**src/rtl/hs_rr_arbiter.sv**
```systemverilog
// Round-robin arbiter sharing one downstream 4-phase handshake target among N
// upstream 4-phase requesters. All outputs are registered.
module hs_rr_arbiter #(
  parameter int unsigned N  = 4,
  parameter int unsigned IW = $clog2(N)
) (
  input  logic          clk,
  input  logic          rst,
  input  logic [N-1:0]  up_req,
  output logic [N-1:0]  up_ack,
  output logic          dn_req,
  input  logic          dn_ack,
  output logic [IW-1:0] grant_id,
  output logic          busy,
  output logic          proto_err
);

  typedef enum logic [1:0] {StIdle, StReq, StAck, StRtz} state_e;

  state_e        state_q, state_d;
  logic [IW-1:0] ptr_q, ptr_d;
  logic [IW-1:0] gnt_q, gnt_d;
  logic [N-1:0]  up_ack_q, up_ack_d;
  logic          dn_req_q, dn_req_d;
  logic          busy_q, busy_d;
  logic          err_q, err_d;

  logic [IW-1:0] winner;
  logic          found;
  logic [IW-1:0] gnt_next;

  // First set request bit at or above ptr, wrapping modulo N.
  always_comb begin
    winner = '0;
    found  = 1'b0;
    for (int unsigned i = 0; i < N; i++) begin
      int unsigned idx;
      idx = ptr_q + i;
      if (idx >= N) idx = idx - N;
      if (!found && up_req[IW'(idx)]) begin
        winner = IW'(idx);
        found  = 1'b1;
      end
    end
  end

  assign gnt_next = (gnt_q == IW'(N - 1)) ? '0 : gnt_q + 1'b1;

  always_comb begin
    state_d  = state_q;
    ptr_d    = ptr_q;
    gnt_d    = gnt_q;
    up_ack_d = up_ack_q;
    dn_req_d = dn_req_q;
    busy_d   = busy_q;
    err_d    = err_q;
    unique case (state_q)
      StIdle: begin
        if (dn_ack) err_d = 1'b1;
        if (found) begin
          state_d  = StReq;
          gnt_d    = winner;
          dn_req_d = 1'b1;
          busy_d   = 1'b1;
        end
      end
      StReq: begin
        // A withdrawn request is flagged but the downstream handshake still completes.
        if (!up_req[gnt_q]) err_d = 1'b1;
        if (dn_ack) begin
          state_d         = StAck;
          up_ack_d        = '0;
          up_ack_d[gnt_q] = 1'b1;
        end
      end
      StAck: begin
        if (!dn_ack) err_d = 1'b1;
        if (!up_req[gnt_q]) begin
          state_d  = StRtz;
          dn_req_d = 1'b0;
        end
      end
      StRtz: begin
        if (!dn_ack) begin
          state_d  = StIdle;
          up_ack_d = '0;
          busy_d   = 1'b0;
          ptr_d    = gnt_next;
        end
      end
      default: state_d = StIdle;
    endcase
  end

  always_ff @(posedge clk) begin
    if (rst) begin
      state_q  <= StIdle;
      ptr_q    <= '0;
      gnt_q    <= '0;
      up_ack_q <= '0;
      dn_req_q <= 1'b0;
      busy_q   <= 1'b0;
      err_q    <= 1'b0;
    end else begin
      state_q  <= state_d;
      ptr_q    <= ptr_d;
      gnt_q    <= gnt_d;
      up_ack_q <= up_ack_d;
      dn_req_q <= dn_req_d;
      busy_q   <= busy_d;
      err_q    <= err_d;
    end
  end

  assign up_ack    = up_ack_q;
  assign dn_req    = dn_req_q;
  assign grant_id  = gnt_q;
  assign busy      = busy_q;
  assign proto_err = err_q;

endmodule

```
**config.mk**
```make
export PLATFORM = sky130hd
export DESIGN_NAME = hs_rr_arbiter
export DESIGN_NICKNAME = d
export VERILOG_FILES = /design/src/rtl/hs_rr_arbiter.sv
export SDC_FILE = /design/constraint.sdc
export NUM_CORES = 1
export LEC_CHECK = 0
export BUFFER_PORTS_ARGS = -buffer_cell sky130_fd_sc_hd__buf_2
export CAP_MARGIN = 20
export CORE_ASPECT_RATIO = 1.4
export CORE_MARGIN = 4
export CORE_UTILIZATION = 35
export DETAILED_ROUTE_END_ITERATION = 8
export PLACE_DENSITY_LB_ADDON = 0.15
export SYNTH_ARGS = -nofsm -noshare
export SYNTH_HDL_FRONTEND = slang
export SYNTH_SLANG_ARGS = --single-unit
export TNS_END_PERCENT = 50
```
**constraint.sdc**
```tcl
create_clock -name clk -period 2.1 [get_ports clk]
set_clock_uncertainty 0.2 [all_clocks]
set_input_delay 0.315 -clock clk [delete_from_list [all_inputs] [get_ports clk]]
set_output_delay 0.315 -clock clk [all_outputs]
set_load 0.1 [all_outputs]
```
# [Word-level counts from Yosys, hierarchy flattened]
# Index checks and enable logic that the tools add are counted.
[op_classes] bitwise_logic=1 n_mul=0 n_lt_le_gt_ge=10 shift=0 n_reduce_logical=19 n_mux=42 n_eq_ne=11 div_mod_pow=0 add_sub_neg=8
[op_table] operator="2-bit 2-to-1 mux" n=13
[op_table] operator="1-bit 2-to-1 mux" n=16
[op_table] operator="2-bit by 3-bit less-than comparator with 1-bit output (second input constant)" n=5
[op_table] operator="2-bit inequality test (second input constant)" n=7
[op_table] operator="1-bit binary-select mux with 2-bit select" n=5
[op_table] operator="3-bit >= comparator (second input constant)" n=3
[op_table] operator="3-bit AND reduction" n=3
[op_table] operator="4-bit 2-to-1 mux" n=2
[op_table] operator="2-bit one-hot mux with 4 select lines" n=1
[op_table] operator="4-bit one-hot mux with 2 select lines" n=1
[op_table] operator="4-bit AND reduction" n=2
[op_table] operator="2-bit by 1-bit subtractor with 2-bit output (second input constant)" n=4
[op_table] operator="2-bit by 2-bit adder with 3-bit output (second input constant)" n=2
[op_table] operator="2-bit equality test (second input constant)" n=3
[op_table] operator="2-bit nonzero test" n=3
[op_table] operator="1-bit logical AND" n=4
[op_table] operator="1-bit one-hot mux with 2 select lines" n=2
[op_table] operator="2-bit AND reduction" n=2
[op_table] operator="2-bit by 1-bit adder with 3-bit output (second input constant)" n=1
[op_table] operator="2-bit by 3-bit >= comparator with 1-bit output (second input constant)" n=1
[op_table] operator="1-bit zero test" n=3
[op_table] operator="1-bit one-hot mux with 3 select lines" n=1
[op_table] operator="3-bit nonzero test" n=1
[op_table] operator="2-bit by 1-bit adder with 2-bit output (second input constant)" n=1
[op_table] operator="other kinds (5)" n=5
[totals] latchBits=0 ramBits=0 output_inout_bits=9 mem_count=0 ff_bits=13 elab_cells=98 input_bits=7 rom_bits=0

# [Depth between registers and ports, before layout]
# Gate-level depths: netlist of run 1.
[logic_depth] ltp_word=16 ltp_mapped=7 depth_no_buf=6

# [Worst setup path before layout of run 1]
# OpenSTA, ideal clock, no wires.
[synth_path] kind="reg-to-reg" from="register gnt_q[0] (netlist: grant_id[0])" to="register state_q[0]" synth_period_minus_slack_ps=2430 t_required_ps=1828 stages_incl_launch_ff=4 setup_ps=72 setup_slack_ps=-330 arrival_ps=2158 n_path_buf=0 cell_sequence="dfxtp_1 > mux4_2 > a211oi_2 > mux2i_1"
[synth_between] elab_chain_len=4
[synth_rtl] element="start: declaration" line_no="22" rtl="logic [IW-1:0] gnt_q, gnt_d;"
[synth_rtl] element="start signal: assignment" line_no="107" rtl="gnt_q <= gnt_d;"
[synth_rtl] element="1-bit binary-select mux with 2-bit select" line_no="78" rtl="if (!up_req[gnt_q]) begin"
[synth_rtl] element="1-bit 2-to-1 mux (not written as such)" line_no="78"
[synth_rtl] element="2-bit inequality test (no line)"
[synth_rtl] element="4-bit AND reduction (no line)"
[synth_rtl] element="end signal: assignment" line_no="97" rtl="state_q <= StIdle;"
[synth_rtl] element="end signal: assignment" line_no="105" rtl="state_q <= state_d;"
[synth_rtl] element="end: declaration" line_no="20" rtl="state_e state_q, state_d;"
# Every way passes these cells. The select of a mux whose other input is x is not followed.
# A chain may end at the register's enable or synchronous reset.

# [Final worst setup path of run 1]
[layout_path] from="register state_q[1]" to="register state_q[1]"
[layout_between] elab_chain_len=3 word_cells_on_any_way=10 classes_between="7 x eq/ne; 1 x mux; 2 x reduce/logical"
[layout_rtl] element="2-bit equality test (tied with other cells)" line_no="57" rtl="unique case (state_q)"
[layout_rtl] element="2-bit inequality test (no line)"
[layout_rtl] element="4-bit AND reduction (no line)"
# Several ways; a longest one is shown, not always the timed one.

==> parameters.txt, run 1 <==
Parameter                              Value

Critical path
  Kind of cell adding the most delay to the critical path ... multiplexers
  Arrival time at the worst endpoint ... 1.87 ns
  CP Class ... reg2reg
  Worst reg2reg path startpoint ... state_q[1]$_SDFFE_PP0P_
  Critical Path End ... state_q[1]$_SDFFE_PP0P_
  Critical path required time ... 2.10 ns
  Nature of the critical path endpoint ... register
  Highest net fanout along the worst path ... 12
  Crit path buf inv count ... 1
  Crit Reg-Reg Endpoint ... state_q[1]$_SDFFE_PP0P_
  Cell with the largest stage delay on the worst path ... sky130_fd_sc_hd__dfxtp_1
  Worst Setup Start Kind ... register
  Logic depth of the worst path, buffers included ... 5
  Largest incremental delay on the critical path ... 0.38 ns
  Critical path, cell by cell ... inv_1 > ha_1 > mux2_2 > a211oi_2 > mux2i_1
  Register-to-register setup slack ... 0.23 ns
  Worst R2R Path Depth ... 5
  Crit path launch ... state_q[1]$_SDFFE_PP0P_

Finish
  Highest-count cells in the layout ignoring fill and taps ... sky130_fd_sc_hd__buf_2, sky130_fd_sc_hd__a21oi_1, sky130_fd_sc_hd__dfxtp_1
  Utilization after layout ... 0.425
  Number of antenna cells inserted ... 0
  Most frequent standard cell in the layout excluding fill and tap cells ... sky130_fd_sc_hd__buf_2
  Filler cell count in the final layout ... 241
  Area growth syn-to-layout ... 14.0%
  Nets ... 129
  Fraction of layout instances using a drive strength above 1 ... 0.214

Synth
  Top area cells in the synthesized netlist ... sky130_fd_sc_hd__dfxtp_1, sky130_fd_sc_hd__ha_1, sky130_fd_sc_hd__a21oi_1
  Synthesized Nets ... 113
  Sequential share of the synthesized area ... 0.313
  Most area-hungry cell type in the Yosys netlist ... sky130_fd_sc_hd__dfxtp_1
  Number of flip-flops and latches in the synthesized netlist ... 13
  Summed instance area of the synthesized netlist ... 831 um2
  Distinct cells, synth ... 28
  Fraction of post-synthesis cell area in the top cell type by area ... 0.313
  Post-synthesis instance total ... 97
  Mean Syn Cell Area ... 8.56 um2
  Synth warn ... 0

Floorplan
  Starting utilization of the core area ... 0.373
  Vert. Die Dim ... 65.6 um
  Area inside the core boundary ... 2230 um2
  Width of the die ... 49.2 um
  # rows ... 20
  Die Area ... 3230 um2
  Ports ... 16

Global route
  Met1 Track Usage GR ... 0.139
  Largest net degree at the start of global routing ... 16
  Initial antenna violation count ... 0
  Global Route Usage Sum ... 0.120
  Met3 global-route usage ... 0.0136
  Number of global-route vias before repair ... 698
  Most used routing layer in global routing ... met2
  Global-route wire length before repair ... 3050 um
  M2 GR Usage ... 0.211
  GRT overflow ... 0

STA
  Unrepaired setup endpoints after global routing ... false
  Summed negative setup slack over all endpoints ... 0 ns
  Headroom to the max-slew limit ... 0.678
  Final period demand of the worst path ... 1.87 ns
  Worst slew pin tran ... 0.487 ns
  Final hold violations ... 0
  Max Freq ... 536 MHz
  Final setup violation count ... 0
  Pins Over Slew Limit ... 0
  Worst-case setup margin in the final layout ... 0.233 ns
  Share of the clock period used by the worst path after layout ... 0.889

Drt
  Antenna viol nets, final ... 0
  Detailed-route vias per instance ... 5.43
  Drc violations ... 0
  Post-detailed-routing wire length ... 1780 um
  Detailed Routing Iterations Pass 1 ... 4
  DRT iter0 DRCs ... 17
  Drt wl/cell ... 13.3 um
  DR vias ... 728

Power and ir drop
  Fraction of power consumed by sequential logic ... 0.285
  Peak supply drop ... 0.000676 V
  Static leakage ... 0.000398 uW
  Switching part of the total power ... 0.565
  Clock network power share ... 0.111
  Total power density per cell area ... 1440 nW/um2
  Internal cell power ... 593 uW
  Net Sw Power ... 771 uW
  Comb pwr share ... 0.604

Clock network
  Clock root buffer master ... sky130_fd_sc_hd__clkbuf_4
  Post_cts resized ... 0
  Hold_buf cts ... 0
  Sinks on Clock Net ... 13
  CTS tree ... yes
  Cts bufs inserted ... 3
  CTS H-tree depth ... 1
  Number of buffers inserted to repair setup after CTS ... 0
  Clock Pin Slew Worst Setup and Hold Paths ... 0.08 ns
  Maximum buffer depth of the clock tree ... 2
  Clock network latency to the later pin of the worst-skew pair ... 0.27 ns

Min path
  Hold Path Class ... in2reg

Run status
  Result of the run ... finished, final reports clean

Place
  Number of buffers added on ports ... 15
  Hpwl dp ... 1370 um
  Worst Setup Slack post-DPL ... 0.229 ns
  Placer's final routability congestion estimate ... 0.766

Run
  Max-Cap Viols ... 0
## layout make-up
type	count	area, um2	share of cell area
multi-input cells	72	526	0.555
repair buffers	15	75.1	0.0793
inverters	8	30.0	0.0317
well taps	22	27.5	0.0291
clock buffers	4	26.3	0.0277
flip-flops and latches	13	263	0.277
## power groups by stage
stage	Sequential, uW	Combinational, uW	Clock (uW)
after floorplan	785	296	0
after global placement	390	824	0
after detailed placement	394	829	0
after CTS	390	832	161
after global routing	403	888	170
final	388	824	152
## sequential cells by signal, indices dropped and copies added (netlist names)
register,flops
state_q,2
proto_err,1
dn_req,1
busy,1
up_ack,4
ptr_q,2
grant_id,2
## worst min-delay path by stage
stage | startpoint | end | slack (ns) | cells after the start
after floorplan | rst | up_ack[0]$_SDFFE_PP0P_ | 0.20 | 1
after global placement | proto_err$_SDFFE_PP0P_ | proto_err$_SDFFE_PP0P_ | 0.25 | 2
after detailed placement | proto_err$_SDFFE_PP0P_ | proto_err$_SDFFE_PP0P_ | 0.26 | 2
after CTS | rst | proto_err$_SDFFE_PP0P_ | 0.17 | 2
after global routing | rst | proto_err$_SDFFE_PP0P_ | 0.20 | 2
final | rst | proto_err$_SDFFE_PP0P_ | 0.17 | 2
## cells by family after synthesis
family | Yosys count | share of synthesized area
AOI/OAI and AO/OA | 32 | 0.256
and+or+nand+nor | 26 | 0.164
DFF | 13 | 0.313
buffers and inverters | 12 | 0.0542
adders and majority gates | 9 | 0.136
muxes | 5 | 0.0768
## cells in the mapped netlist, drive strengths merged
library cell and n:
a311oi 1, o221ai 1, o21ai 6, nand2b 5, nor4b 1, a211oi 1
mux2 1, clkbuf 4, o21bai 3, o22ai 1, mux2i 3, a221oi 1
nor2b 2, dfxtp 13, o221a 1, or2b 1, nor2 6, nor3 6
o211ai 1, inv 8, nor4 1, mux4 1, ha 9, a2111oi 4
nand2 3, a31oi 1, a21oi 11, and2 1
## metrics by stage
step | total power [uW] | area, um2 | hold slack, ns | cells
after floorplan | 1080 | 833 | 0.198 | 97
after global placement | 1210 | 921 | 0.246 | 130
after detailed placement | 1220 | 921 | 0.257 | 130
after CTS | 1380 | 947 | 0.172 | 134
after global routing | 1460 | 947 | 0.202 | 134
final | 1360 | 947 | 0.173 | 134
## routing by layer
metal / vias up / wire length, um
li1: 384 / -
met1: 332 / 857
met2: 10 / 844
met3: 2 / 60
met4: 0 / 20
met5: - / 0
(Power assumes the default switching activity.)
==> run 2: changes to the inputs <==
CORE_ASPECT_RATIO = unset   (was 1.4)
==> run 2 against run 1 <==
Count of clock-buffer cells in the layout did not move. Final area grew 1.6%. Combinational power rose by 2%. Critical path depth fell by 2. Via count up 2.7%. Core utilization up 0.55 points. Critical endpoint unchanged. Worst setup slack improved by 0.089 ns. Clock power grew 5%. Sequential share of layout area fell by 0.43 points.
==> parameters.txt, run 2 (synthesis results as in run 1) <==
Parameter                              Value

Global route
  Met3 global-route usage ... 0.0460 (+0.0324)
  Number of global-route vias before repair ... 704 (+0.86%)
  M2 GR Usage ... 0.206 (-0.00514)
  Global Route Usage Sum ... 0.125 (+0.00573)
  Largest net degree at the start of global routing ... 16 (unchanged)
  Global-route wire length before repair ... 3170 um (+3.9%)
  Most used routing layer in global routing ... met2
  GRT overflow ... 0 (unchanged)
  Met1 Track Usage GR ... 0.155 (+0.0158)
  Initial antenna violation count ... 0 (unchanged)

STA
  Max Freq ... 562 MHz (+5.0%)
  Final setup violation count ... 0 (unchanged)
  Share of the clock period used by the worst path after layout ... 0.847 (-0.0424)
  Final hold violations ... 0 (unchanged)
  Final period demand of the worst path ... 1.78 ns (-0.0890 ns)
  Worst slew pin tran ... 0.493 ns (+0.00595 ns)
  Headroom to the max-slew limit ... 0.674 (-0.00394)
  Summed negative setup slack over all endpoints ... 0 ns (unchanged)
  Pins Over Slew Limit ... 0 (unchanged)
  Unrepaired setup endpoints after global routing ... false

Clock network
  Post_cts resized ... 0 (unchanged)
  Number of buffers inserted to repair setup after CTS ... 0 (unchanged)
  Clock network latency to the later pin of the worst-skew pair ... 0.28 ns (about the same)
  Maximum buffer depth of the clock tree ... 2 (unchanged)
  Cts bufs inserted ... 3 (unchanged)
  CTS tree ... yes
  Clock Pin Slew Worst Setup and Hold Paths ... 0.09 ns (about the same)
  Sinks on Clock Net ... 13 (unchanged)
  Hold_buf cts ... 0 (unchanged)
  CTS H-tree depth ... 1 (unchanged)
  Clock root buffer master ... sky130_fd_sc_hd__clkbuf_4

Finish
  Number of antenna cells inserted ... 0 (unchanged)
  Nets ... 130 (+0.78%)
  Area growth syn-to-layout ... 15.8%
  Highest-count cells in the layout ignoring fill and taps ... sky130_fd_sc_hd__buf_2, sky130_fd_sc_hd__a21oi_1, sky130_fd_sc_hd__dfxtp_1
  Most frequent standard cell in the layout excluding fill and tap cells ... sky130_fd_sc_hd__buf_2
  Fraction of layout instances using a drive strength above 1 ... 0.221 (+0.00695)
  Number of flip-flops under the largest register name ... 4 (unchanged)
  Filler cell count in the final layout ... 236 (-2.1%)

Floorplan
  Ports ... 16 (unchanged)
  Area inside the core boundary ... 2230 um2 (+0.28%)
  Vert. Die Dim ... 56.7 um (-14%)
  # rows ... 17 (-15%)
  Starting utilization of the core area ... 0.372 (-0.00104)
  Width of the die ... 56.7 um (+15%)
  Die Area ... 3220 um2 (-0.34%)

Critical path
  Crit path buf inv count ... 0 (-1)
  Largest incremental delay on the critical path ... 0.55 ns (+0.17 ns)
  Worst Setup Start Kind ... register
  CP Class ... reg2reg
  Critical path required time ... 2.11 ns (about the same)
  Worst R2R Path Depth ... 3 (-2)
  Crit Reg-Reg Endpoint ... state_q[1]$_SDFFE_PP0P_
  Arrival time at the worst endpoint ... 1.78 ns (-0.09 ns)
  Critical path, cell by cell ... mux4_2 > a211oi_2 > mux2i_1
  Cell with the largest stage delay on the worst path ... sky130_fd_sc_hd__mux4_2
  Crit path launch ... grant_id[0]$_SDFFE_PP0P_
  Critical Path End ... state_q[1]$_SDFFE_PP0P_
  Logic depth of the worst path, buffers included ... 3 (-2)
  Worst reg2reg path startpoint ... grant_id[0]$_SDFFE_PP0P_
  Nature of the critical path endpoint ... register
  Register-to-register setup slack ... 0.32 ns (+0.09 ns)
  Highest net fanout along the worst path ... 7 (-5)
  Kind of cell adding the most delay to the critical path ... multiplexers

Drt
  Post-detailed-routing wire length ... 1940 um (+8.9%)
  Drt wl/cell ... 13.8 um (+3.5%)
  Detailed-route vias per instance ... 5.30 (-2.4%)
  Drc violations ... 0 (unchanged)
  DR vias ... 748 (+2.7%)
  Antenna viol nets, final ... 0 (unchanged)
  DRT iter0 DRCs ... 31 (+14)
  Detailed Routing Iterations Pass 1 ... 4 (unchanged)

Run
  Max-Cap Viols ... 0 (unchanged)

Place
  Placer's final routability congestion estimate ... 0.817 (+6.6%)
  Number of buffers added on ports ... 15 (unchanged)
  Hpwl dp ... 1390 um (+1.5%)

Power and ir drop
  Static leakage ... 0.000403 uW (+1.3%)
  Peak supply drop ... 0.000928 V (+37%)
  Total power density per cell area ... 1440 nW/um2 (+0.19%)
  Total Power Consumption ... 1390 uW (+1.8%)

Min path
  Start point of the worst min-delay path ... rst
  Hold Path Class ... in2reg

Run status
  Result of the run ... finished, final reports clean
-- run 2: cell count changes in the layout (fill, tap and decap cells not counted), sizes merged --
cell  previous run  this run
buf             15        16
-- run 2: area by class of cell --
cell class / count / area (um2) / share of cell area
Multi-Input combinational cell: 72 / 526 / 0.546
Sequential cell: 13 / 263 / 0.273
Timing Repair Buffer: 16 / 82.6 / 0.0858
Tap cell: 28 / 35.0 / 0.0364
Inverter: 8 / 30.0 / 0.0312
Clock buffer: 4 / 26.3 / 0.0273
-- run 2: stage by stage --
step / area (um2) / instances / utilization / setup slack [ns] / hold slack, ns
after detailed placement: 936 / 137 / 0.419 / 0.296 / 0.269
after floorplan: 833 / 97 / - / 0.0403 / 0.198
after CTS: 962 / 141 / 0.431 / 0.305 / 0.170
after global placement: 936 / 137 / 0.419 / 0.349 / 0.246
final: 962 / 141 / 0.431 / 0.322 / 0.175
after global routing: 962 / 141 / 0.431 / 0.205 / 0.201
-- run 2: worst min-delay path by stage --
stage	endpoint	cells past startpoint
CTS	proto_err$_SDFFE_PP0P_	2
global route	busy$_SDFFE_PP0P_	2
detailed placement	proto_err$_SDFFE_PP0P_	2
floorplan	up_ack[0]$_SDFFE_PP0P_	1
finish	proto_err$_SDFFE_PP0P_	2
global placement	proto_err$_SDFFE_PP0P_	2
-- run 2: layer usage --
metal | share of wire | vias up
li1 | - | 383
met1 | 0.48 | 349
met2 | 0.47 | 16
met3 | 0.056 | 0
met4 | 0 | 0
met5 | 0 | -
-- run 2: power breakdown --
part           total (uW)  internal, uW  switching [uW]
sequential            391           322            68.6
clock                 160          73.7            86.8
combinational         837           204             633
total                1390           600             788
-- run 2: worst register-to-register path: cells and delay by family (launching register included) --
family / cells / cell delay [ns]
AOI/OAI and AO/OA: 1 / 0.33
DFF: 1 / 0.41
muxes: 2 / 0.78
